[src/rtl/id_free_list_allocator.sv]
// id_free_list_allocator
// Circular free list of DEPTH tags. After reset it fills itself with IDs
// 0..DEPTH-1, then hands out one ID per cycle from the head and takes back up
// to NUM_RELEASE_PORTS IDs per cycle at the tail. It also drives the toggle
// ports of an external in-use tracker: port 0 marks allocations, ports
// 1..NUM_RELEASE_PORTS mark accepted releases.
// The release inputs are named i_release/i_release_id because "release" is a
// reserved word in SystemVerilog.
module id_free_list_allocator #(
  parameter int DEPTH             = 64,
  parameter int NUM_RELEASE_PORTS = 2,
  localparam int AW               = $clog2(DEPTH)
) (
  input  logic                                  clk,
  input  logic                                  rst_n,
  output logic                                  o_init_done,
  output logic                                  o_alloc_valid,
  output logic [AW-1:0]                         o_alloc_id,
  input  logic                                  i_alloc_pop,
  input  logic [NUM_RELEASE_PORTS-1:0]          i_release,
  input  logic [NUM_RELEASE_PORTS-1:0][AW-1:0]  i_release_id,
  output logic [NUM_RELEASE_PORTS:0]            o_toggle,
  output logic [NUM_RELEASE_PORTS:0][AW-1:0]    o_toggle_addr,
  output logic                                  o_overflow_err
);

  localparam int CW = AW + 1;
  localparam int NP = NUM_RELEASE_PORTS;

  typedef enum logic {
    ST_INIT = 1'b0,
    ST_RUN  = 1'b1
  } state_t;

  state_t               r_state;
  state_t               w_state_next;
  logic [AW-1:0]        r_mem [DEPTH];
  logic [AW-1:0]        r_rd_ptr;
  logic [AW-1:0]        r_wr_ptr;
  logic [AW-1:0]        r_init_ptr;
  logic [CW-1:0]        r_count;
  logic                 r_overflow;

  logic                 w_run;
  logic                 w_pop;
  logic [CW-1:0]        w_free;
  logic [CW-1:0]        w_n_req;
  logic [CW-1:0]        w_n_acc;
  logic [NP-1:0]        w_accept;
  logic [NP-1:0][AW-1:0] w_wr_addr;
  logic                 w_overflow;

  // Head of the list is read combinationally; a released ID only becomes
  // visible here after it has been written at a clock edge (no bypass).
  assign o_alloc_id     = r_mem[r_rd_ptr];
  assign o_overflow_err = r_overflow;
  assign w_run          = (r_state == ST_RUN);

  // FSM next state and status outputs: INIT ends once the last ID is written.
  always_comb begin
    w_state_next  = r_state;
    o_init_done   = 1'b0;
    o_alloc_valid = 1'b0;
    case (r_state)
      ST_INIT: begin
        if (r_init_ptr == AW'(DEPTH - 1)) begin
          w_state_next = ST_RUN;
        end else begin
          w_state_next = ST_INIT;
        end
      end
      ST_RUN: begin
        w_state_next  = ST_RUN;
        o_init_done   = 1'b1;
        o_alloc_valid = (r_count != {CW{1'b0}});
      end
      default: begin
        w_state_next = ST_INIT;
      end
    endcase
  end

  // Pop qualification, release acceptance (drop highest ports first when the
  // list cannot hold them all) and the tracker toggle strobes.
  always_comb begin
    w_pop     = i_alloc_pop & o_alloc_valid;
    // A pop in the same cycle frees one slot before releases are placed.
    w_free    = CW'(DEPTH) - r_count + {{AW{1'b0}}, w_pop};
    w_n_req   = {CW{1'b0}};
    w_n_acc   = {CW{1'b0}};
    w_accept  = {NP{1'b0}};
    w_wr_addr = '0;
    for (int p = 0; p < NP; p++) begin
      w_wr_addr[p] = r_wr_ptr + w_n_acc[AW-1:0];
      if (w_run && i_release[p]) begin
        w_n_req = w_n_req + CW'(1);
        if (w_n_acc < w_free) begin
          w_accept[p] = 1'b1;
          w_n_acc     = w_n_acc + CW'(1);
        end else begin
          w_accept[p] = 1'b0;
        end
      end else begin
        w_accept[p] = 1'b0;
      end
    end
    w_overflow = (w_n_req > w_free);

    o_toggle         = '0;
    o_toggle_addr    = '0;
    o_toggle[0]      = w_pop;
    o_toggle_addr[0] = o_alloc_id;
    for (int p = 0; p < NP; p++) begin
      o_toggle[p+1]      = w_accept[p];
      o_toggle_addr[p+1] = i_release_id[p];
    end
  end

  // State register, pointers, occupancy count and sticky overflow flag.
  always_ff @(posedge clk or negedge rst_n) begin
    if (!rst_n) begin
      r_state    <= ST_INIT;
      r_rd_ptr   <= {AW{1'b0}};
      r_wr_ptr   <= {AW{1'b0}};
      r_init_ptr <= {AW{1'b0}};
      r_count    <= {CW{1'b0}};
      r_overflow <= 1'b0;
    end else begin
      r_state <= w_state_next;
      if (!w_run) begin
        r_init_ptr <= r_init_ptr + AW'(1);
        r_count    <= r_count + CW'(1);
        // Tail wraps back to slot 0 once every slot holds an ID.
        r_wr_ptr   <= {AW{1'b0}};
      end else begin
        r_rd_ptr <= r_rd_ptr + {{(AW-1){1'b0}}, w_pop};
        r_wr_ptr <= r_wr_ptr + w_n_acc[AW-1:0];
        r_count  <= r_count + w_n_acc - {{AW{1'b0}}, w_pop};
        if (w_overflow) begin
          r_overflow <= 1'b1;
        end else begin
          r_overflow <= r_overflow;
        end
      end
    end
  end

  // ID storage (not reset): sequential fill during INIT, tail writes in RUN.
  always_ff @(posedge clk) begin
    if (!w_run) begin
      r_mem[r_init_ptr] <= r_init_ptr;
    end else begin
      for (int p = 0; p < NP; p++) begin
        if (w_accept[p]) begin
          r_mem[w_wr_addr[p]] <= i_release_id[p];
        end
      end
    end
  end

endmodule

[config.mk]
export PLATFORM = sky130hd
export DESIGN_NAME = id_free_list_allocator
export DESIGN_NICKNAME = d
export VERILOG_FILES = /design/src/rtl/id_free_list_allocator.sv
export SDC_FILE = /design/constraint.sdc
export NUM_CORES = 1
export LEC_CHECK = 0
export CAP_MARGIN = 20
export CORE_MARGIN = 10
export CORE_UTILIZATION = 50
export DETAILED_ROUTE_END_ITERATION = 16
export PLACE_DENSITY = 0.68
export SETUP_SLACK_MARGIN = 0.3
export SYNTH_ARGS = -nofsm -noshare
export SYNTH_HDL_FRONTEND = slang
export SYNTH_SLANG_ARGS = --single-unit
[constraint.sdc]
create_clock -name clk -period 6.25 [get_ports clk]
set_input_delay 1.5625 -clock clk [delete_from_list [all_inputs] [get_ports clk]]
set_output_delay 1.5625 -clock clk [all_outputs]
set_load 0.01 [all_outputs]
Word level (Yosys, flattened, before mapping)
Memory sizes are Yosys's and may differ from the RTL's.
Index checks and enable logic that the tools add are counted.
{ "word_totals": {"register_bits": 27, "latchBits": 0, "ram_bits": 384, "mem_bits_ro": 0, "output_inout_bits": 30, "n_memories": 1} }
{ "mem_list": {"columns": ["memory", "words", "width", "read_ports", "rd_clocked_by_memory_dff", "wr", "line_no", "text"], "rows": [
  ["r_mem", 64, 6, 1, 0, 2, "37", "logic [AW-1:0] r_mem [DEPTH];"]
]} }
{ "classes": {"add_sub_neg": 11, "multipliers": 0, "div": 0, "order_cmp": 3, "n_eq_ne": 1, "n_shift": 0, "n_mux": 26, "n_bitwise": 2, "n_reduce_logical": 5} }
{ "ops": {"columns": ["cell", "n"], "rows": [
  ["$mux W7", 4],
  ["$add A7 B1 Y7 const B", 3],
  ["$mux W1", 18],
  ["$mux W6", 3],
  ["$add A6 B6 Y6", 2],
  ["$add A7 B1 Y7", 1],
  ["$add A7 B7 Y7", 1],
  ["$gt A7 B7 Y1", 1],
  ["$lt A1 B7 Y1 const A", 1],
  ["$lt A7 B7 Y1", 1],
  ["$reduce_bool A7 Y1", 1],
  ["$sub A7 B1 Y7", 1],
  ["$sub A7 B7 Y7 const A", 1],
  ["$add A6 B1 Y6", 1],
  ["$add A6 B1 Y6 const B", 1],
  ["$eq A6 B6 Y1 const B", 1],
  ["$reduce_or A6 Y1", 1],
  ["$logic_and A1 B1 Y1", 2],
  ["$pmux W1 S2", 1],
  ["$reduce_and A2 Y1", 1],
  ["$and A1 B1 Y1", 1],
  ["$not A1 Y1", 1]
]} }

Logic depth before layout (Yosys ltp)
{ "depth": {"depth_word": 13, "ltp_mapped": 29} }

Worst setup path after synthesis
OpenSTA, ideal clock, no wires.
{ "synth_path": {"path_kind": "input to register", "from": "input port i_alloc_pop", "to": "memory r_mem[47][0] in the netlist's numbering, data pin", "arrival_time_ns": 5.580, "setup_slack_ns": 0.411, "cell_stages": 19, "path_buffers": 2, "cell_sequence": "nand2_1 > ha_1 > inv_1 > ha_1 > and4bb_2 > a2bb2oi_4 > a211oi_2 > or2b_2 > inv_2 > buf_2 > ha_1 > ha_1 > a21bo_2 > o22ai_1 > a32oi_1 > or3_1 > buf_2 > nor2_2 > mux2_2"} }
{ "synth_lines": {"columns": ["element", "line_no", "text"], "rows": [
  ["from (decl)", "19", "input logic i_alloc_pop,"],
  ["to (decl)", "37", null]
]} }

Final worst setup path
{ "layout_path": {"from": "input port i_alloc_pop", "to": "output port o_toggle[1]"} }
{ "layout_via": {"elab_chain_cells": 5} }
{ "layout_lines": {"columns": ["element", "line_no", "text"], "rows": [
  ["$and A1 B1 Y1", "86", "w_pop = i_alloc_pop & o_alloc_valid;"],
  ["$add A7 B1 Y7", "88", "w_free = CW'(DEPTH) - r_count + {{AW{1'b0}}, w_pop};"],
  ["$lt A1 B7 Y1", "97", "if (w_n_acc < w_free) begin"],
  ["$mux W1", "97", null],
  ["$mux W1", "95", "if (w_run && i_release[p]) begin"],
  ["to (decl)", "22", "output logic [NUM_RELEASE_PORTS:0] o_toggle,"]
]} }
Every way passes these cells.

==> impl_metrics.json <==
{
  "status": "finished clean",
  "yosysTopAreaCellShare_pct": 49.5,
  "cts.path.max_buffers": 3,
  "drc": 0,
  "synth_ff_type": "edfxtp_1",
  "dieHeight_um": 236,
  "ys_top_cells_by_area": "edfxtp_1, mux2_2, mux4_2, dfrtp_1, ha_1",
  "place_hpwl_um": 39100,
  "power_uw": 5550,
  "grt_pass1_vias": 14480,
  "worstMarginPinSlew_ns": 1.04,
  "rows": 79,
  "drt-initial-drc-count": 1429,
  "maxSlewViolCount": 0,
  "final.period_utilization_pct": 93.2,
  "critPathArrivalTime_ns": 4.26,
  "nNetsFinal": 1612,
  "ys_types": 72,
  "cts.sinks": 411,
  "yosys.area.top_type": "edfxtp_1",
  "cts_tree": "done",
  "hold_path_class": "reg2reg",
  "wirelength_um": 61200,
  "endpoint_kind": "output pin",
  "ys_top_cells_by_count": "mux2_2, edfxtp_1, mux4_2",
  "final_cells": 2207,
  "maxCapViolations": 0,
  "clk_latency_ns": 0.60,
  "tns_ns": 0,
  "hold_buffers": 0,
  "io_buffers": 46,
  "routedWlPerCell_um": 27.7,
  "root_buffer": "clkbuf_16",
  "crit_slowest_cell": "or4_4",
  "grt_pass1_wl_um": 94100,
  "vias": 14081,
  "fmax_ghz": 0.172,
  "ant_nets": 0,
  "period_minus_slack_ns": 5.83,
  "antenna_found_initial": 0,
  "crit_required_ns": 4.69,
  "final_util_pct": 55.8,
  "place_inst": 2120,
  "cts_buffers": 45,
  "avgSynthCellArea_um2": 15.1,
  "ys_ff_latch": 411,
  "drive_above_1_share_pct": 47.6,
  "synth_cells": 1542,
  "layout_setup_ws_ns": 0.423,
  "synth_edf_count": 384,
  "power_density_nw_per_um2": 215,
  "hold_violations": 0,
  "core_um2": 46400,
  "place_ws_ns": 0.0333,
  "ys_seq_area_share_pct": 52.4,
  "gp_congestion": 0.940,
  "fin_skew_ns": 0.0266,
  "path_class": "in2out",
  "dieArea_um2": 55700,
  "diodes": 0,
  "cts_max_level": 2,
  "fillCellCount": 3661,
  "power_leakage_uw": 0.00821,
  "max_stage_delay_ns": 0.60,
  "ir_drop_uv": 198,
  "start_util_pct": 50.3,
  "critPathBufInv": 5,
  "yosys_warnings": 0,
  "synthToLayoutAreaGrowth_pct": 10.9,
  "startpoint_type": "primary input",
  "dr.pass1.iters": 5,
  "grt_setup_unrepaired": "true",
  "path_clk_slew_ns": 0.05,
  "track_usage_pct": 21.8,
  "synthArstFlopShare_pct": 6.57,
  "yosysMostFrequentCell": "mux2_2",
  "routed_via_density": 6.38,
  "maxSlewHeadroom_pct": 30.0,
  "synth_area_um2": 23300,
  "die_w_um": 236,
  "crit_fanout": 9,
  "setup_viol": 0,
  "syn_nets": 1590,
  "crit_chain": "clkdlybuf4s50_1, nand2_1, ha_1, inv_1, ha_1, or4_4, a211oi_2, or2b_2, inv_2, buf_4, clkdlybuf4s50_1",
  "io_pins": 47,
  "grt_max_degree": 65,
  "grt-ovfl-total": 0,
  "path_delay_family": "buffers and inverters",
  "reg2reg_slack_ns": 0.75
}
## cells in the final DEF (no fill, tap or decap), types with 9 or more instances in the layout
master,count
mux2_2,389
edfxtp_1,384
mux4_2,120
buf_4,80
o21ai_0,48
clkbuf_16,45
nand2_2,40
clkdlybuf4s50_1,40
nand2_1,34
ha_1,29
nor2_1,27
inv_1,26
dfrtp_1,24
o22ai_1,22
xnor2_1,19
clkbuf_1,18
nor3_1,15
nor2_2,14
a21oi_1,12
mux2_4,11
and2_1,10
nand3_1,9
clkinv_2,9
## through the flow
stage,hold WS [ns],cell area [µm²]
floorplan,0.477,23300
detailed placement,0.458,24400
finish,0.478,25900
CTS,0.482,25800
global placement,0.466,24400
global route,0.516,25900
## cell type report
type                       instances  area [µm²]  area share (%)
clock buffer                      66        1230            4.78
clock inverter                    17         135           0.523
inverter                          29         109           0.421
multi-input combinational        944       10300            39.7
sequential                       411       12200            47.2
tap                              607         759            2.94
timing repair buffer             133        1130            4.37
## power by group
part	internal (µW)	switching, µW
sequential	2960	0
combinational	18.5	58.9
clock	1420	1100
total	4400	1160
## metal layers
layer,routed length (µm),up-vias,GRT usage [%]
met3,5200,96,4.75
met1,26300,7245,30.7
met5,0,-,0
met4,1390,0,5.61
li1,-,6119,-
met2,28300,621,33.6
## sequential cells by signal (all words and copies together), names as in the netlist
| name | count |
|---|---|
| r_rd_ptr | 6 |
| r_wr_ptr | 6 |
| r_init_ptr | 6 |
| r_mem | 384 |
| o_overflow_err | 1 |
| r_state | 1 |
| r_count | 7 |
## cells by family (layout without fill, tap and decap cells)
kind of cell	Yosys count	count (layout)	synth area share [%]
and+or+nand+nor	218	218	5.67
adders and majority gates	31	31	1.73
AOI/OAI and AO/OA	140	140	4.11
muxes	528	528	31.4
xor gates and xnor gates	27	27	1.01
buffers and inverters	187	245	3.69
DFF	411	411	52.4
## repair_timing
action,CTS,global route
setup buffers,0,1
setup endpoints to repair,1,1
gates resized for setup,1,1
pin swaps,0,0
## worst paths after layout
kind / from / endpoint / cells past startpoint
worst max register to register: r_count[2] / r_mem[59][4] / 19
worst max-delay path: i_alloc_pop / o_toggle[1] / 11
min in group asynchronous: rst_n / r_init_ptr[0] / 2
worst min-delay path: o_overflow_err / o_overflow_err / 1
max in group asynchronous: rst_n / r_rd_ptr[1] / 2
worst min register to register: o_overflow_err / o_overflow_err / 1
Note: power is estimated with default switching activity, not from simulation.
==> RTL change (config.mk and constraints unchanged) <==
Put a register stage on the output `o_toggle_addr`, cleared by the reset. The value now appears one clock later. The other outputs are not delayed to match.
--- a/src/rtl/id_free_list_allocator.sv
+++ b/src/rtl/id_free_list_allocator.sv
@@ -31,6 +31,8 @@
     ST_INIT = 1'b0,
     ST_RUN  = 1'b1
   } state_t;
+
+  logic [NUM_RELEASE_PORTS:0][AW-1:0] o_toggle_addr_d;
 
   state_t               r_state;
   state_t               w_state_next;
@@ -107,12 +109,12 @@
     w_overflow = (w_n_req > w_free);
 
     o_toggle         = '0;
-    o_toggle_addr    = '0;
+    o_toggle_addr_d  = '0;
     o_toggle[0]      = w_pop;
-    o_toggle_addr[0] = o_alloc_id;
+    o_toggle_addr_d[0] = o_alloc_id;
     for (int p = 0; p < NP; p++) begin
       o_toggle[p+1]      = w_accept[p];
-      o_toggle_addr[p+1] = i_release_id[p];
+      o_toggle_addr_d[p+1] = i_release_id[p];
     end
   end
 
@@ -158,5 +160,13 @@
     end
   end
 
+  always_ff @(posedge clk or negedge rst_n) begin
+    if (!rst_n) begin
+      o_toggle_addr <= '0;
+    end else begin
+      o_toggle_addr <= o_toggle_addr_d;
+    end
+  end
+
 endmodule
 
Function: changed (Yosys sat finds a counterexample within 4 cycles, from zero or initial values and one cycle with rst_n low).
==> RTL change against the original RTL <==
- synthesized cell count is 16% higher
- cell area grew 3.5%
- sequential power is 4% higher
- largest power group unchanged
- power grew 4.6%
- sequential cell count is 18 higher
- via count grew 15%
- wire length increased by 14%
- area after synthesis grew 3.6%
- non-clock buffer count is 22 higher
- setup slack better by 0.016 ns
- sequential share of layout area grew 0.072 points
==> RTL change: results (changes against the original RTL) <==
TritonCTS Buffers -> 47 (was 45)
post-DP HPWL -> 44,800 um (was 39,100 um)
NetSw -> 0.00123 W (was 0.00116 W)
first-pass GRT wire length -> 104,000 um (was 94,100 um)
period utilization -> 93.0% (was 93.2%)
Max VDD drop -> 0.000167 V (was 0.000198 V)
Crit Path Max Fanout -> 19 (was 9)
status -> finished clean (unchanged)
largest net degree at the start of global routing -> 66 (was 65)
final WL -> 69,800 um (was 61,200 um)
vias in the first global route -> 15.9k (was 14.5k)
R2R Path End -> r_mem[44][4]$_DFFE_PP_ (was r_mem[59][4]$_DFFE_PP_)
r2r setup slk -> 0.83 ns (was 0.75 ns)
Avg WL per Cell -> 28.3 um (was 27.7 um)
LEAKAGE -> 9.40 nW (was 8.21 nW)
Pre-Repair DR Iteration Count -> 6 (was 5)
share of flip-flops with an asynchronous set or reset -> 10.5% (was 6.57%)
Placed Cells -> 2,369 (was 2,120)
Reg-to-Reg Start -> r_count[5]$_DFF_PN0_ (was r_count[2]$_DFF_PN0_)
initial antenna violation count -> 3 (was 0)
Synth area leaders -> edfxtp_1, mux4_2, mux2_4 (was edfxtp_1, mux2_2, mux4_2)
layout net count -> 1,861 (was 1,612)
share of cells above drive strength 1 -> 31.3% (was 47.6%)
GPL Wtd Cong -> 0.949 (was 0.940)
slowest CP cell -> clkdlybuf4s50_1 (was or4_4)
Seq/Total Area, Yosys -> 52.4% (about the same)
Synth top cells by count -> edfxtp_1, nor2_1, a21oi_1 (was mux2_2, edfxtp_1, mux4_2)
post-synthesis instance total -> 1,790 (was 1,542)
clock skew -> 0.0178 ns (was 0.0266 ns)
dpl ws -> 0.0550 ns (was 0.0333 ns)
==> RTL change: changes by cell type after synthesis, sizes merged, moves of 12 or more <==
cell,unedited run,this run
a21oi,13,193
nand4,8,39
nand2,74,60
mux2,401,215
buf,85,97
dfrtp,27,45
nor2,43,218
==> RTL change: layout make-up <==
class	count	area, um^2	area share [%]
flip-flops and latches	429	12700	47.3
diodes	2	5.00	0.0187
inverters	33	129	0.481
repair buffers	155	1260	4.72
clock inverters	20	114	0.425
clock buffers	66	1290	4.82
well taps	615	769	2.87
multi-input cells	1147	10500	39.3
==> RTL change: routing by layer <==
metal / routed length (um) / GRT usage (%) / up-vias
li1: - / - / 6890
met1: 27800 / 33.2 / 8136
met2: 31800 / 37.5 / 966
met3: 7370 / 4.74 / 164
met4: 2740 / 10.6 / 4
met5: 27 / 0 / -
==> RTL change: cells by family after synthesis <==
group / count (synthesis) / share of synthesized area, %
flip-flops: 429 / 52.4
adder cells (fa/ha/maj): 31 / 1.67
XOR/XNOR: 27 / 0.979
AND/OR/NAND/NOR: 408 / 9.58
buffers and inverters: 214 / 4.38
multiplexers: 345 / 23.0
AO/OA/AOI/OAI: 336 / 7.98
==> RTL change: worst min-delay path by stage <==
stage | cells past startpoint | slack [ns] | endpoint | start
floorplan | 1 | 0.50 | o_overflow_err$_DFFE_PN0P_ | o_overflow_err$_DFFE_PN0P_
global placement | 1 | 0.46 | o_overflow_err$_DFFE_PN0P_ | o_overflow_err$_DFFE_PN0P_
detailed placement | 1 | 0.46 | o_overflow_err$_DFFE_PN0P_ | o_overflow_err$_DFFE_PN0P_
CTS | 1 | 0.48 | o_overflow_err$_DFFE_PN0P_ | o_overflow_err$_DFFE_PN0P_
global route | 1 | 0.51 | o_overflow_err$_DFFE_PN0P_ | o_overflow_err$_DFFE_PN0P_
finish | 1 | 0.48 | o_overflow_err$_DFFE_PN0P_ | o_overflow_err$_DFFE_PN0P_
==> RTL change: through the flow <==
step / area (um^2) / hold slack (ns) / total power, W / utilization (%)
finish: 26800 / 0.477 / 0.00581 / 56.1
floorplan: 24200 / 0.503 / 0.00318 / -
global route: 26800 / 0.514 / 0.00593 / 56.0
detailed placement: 25300 / 0.458 / 0.00323 / 53.0
CTS: 26700 / 0.482 / 0.00582 / 55.9
global placement: 25300 / 0.461 / 0.00323 / 53.0
==> RTL change: power by group through the flow <==
stage,clock network (W),logic (W),registers (W)
4_1_cts,0.00265,0.0000865,0.00309
6_report,0.00264,0.0000864,0.00309
3_5_place_dp,0,0.0000863,0.00315
5_1_grt,0.00275,0.0000905,0.00308
3_3_place_gp,0,0.0000852,0.00315
2_1_floorplan,0,0.0000322,0.00315
==> RTL change: timing repair <==
action                     CTS  global route
buffers inserted             0             0
hold endpoints to repair     0             0
setup endpoints to repair    0             7
gates resized for setup      0             1
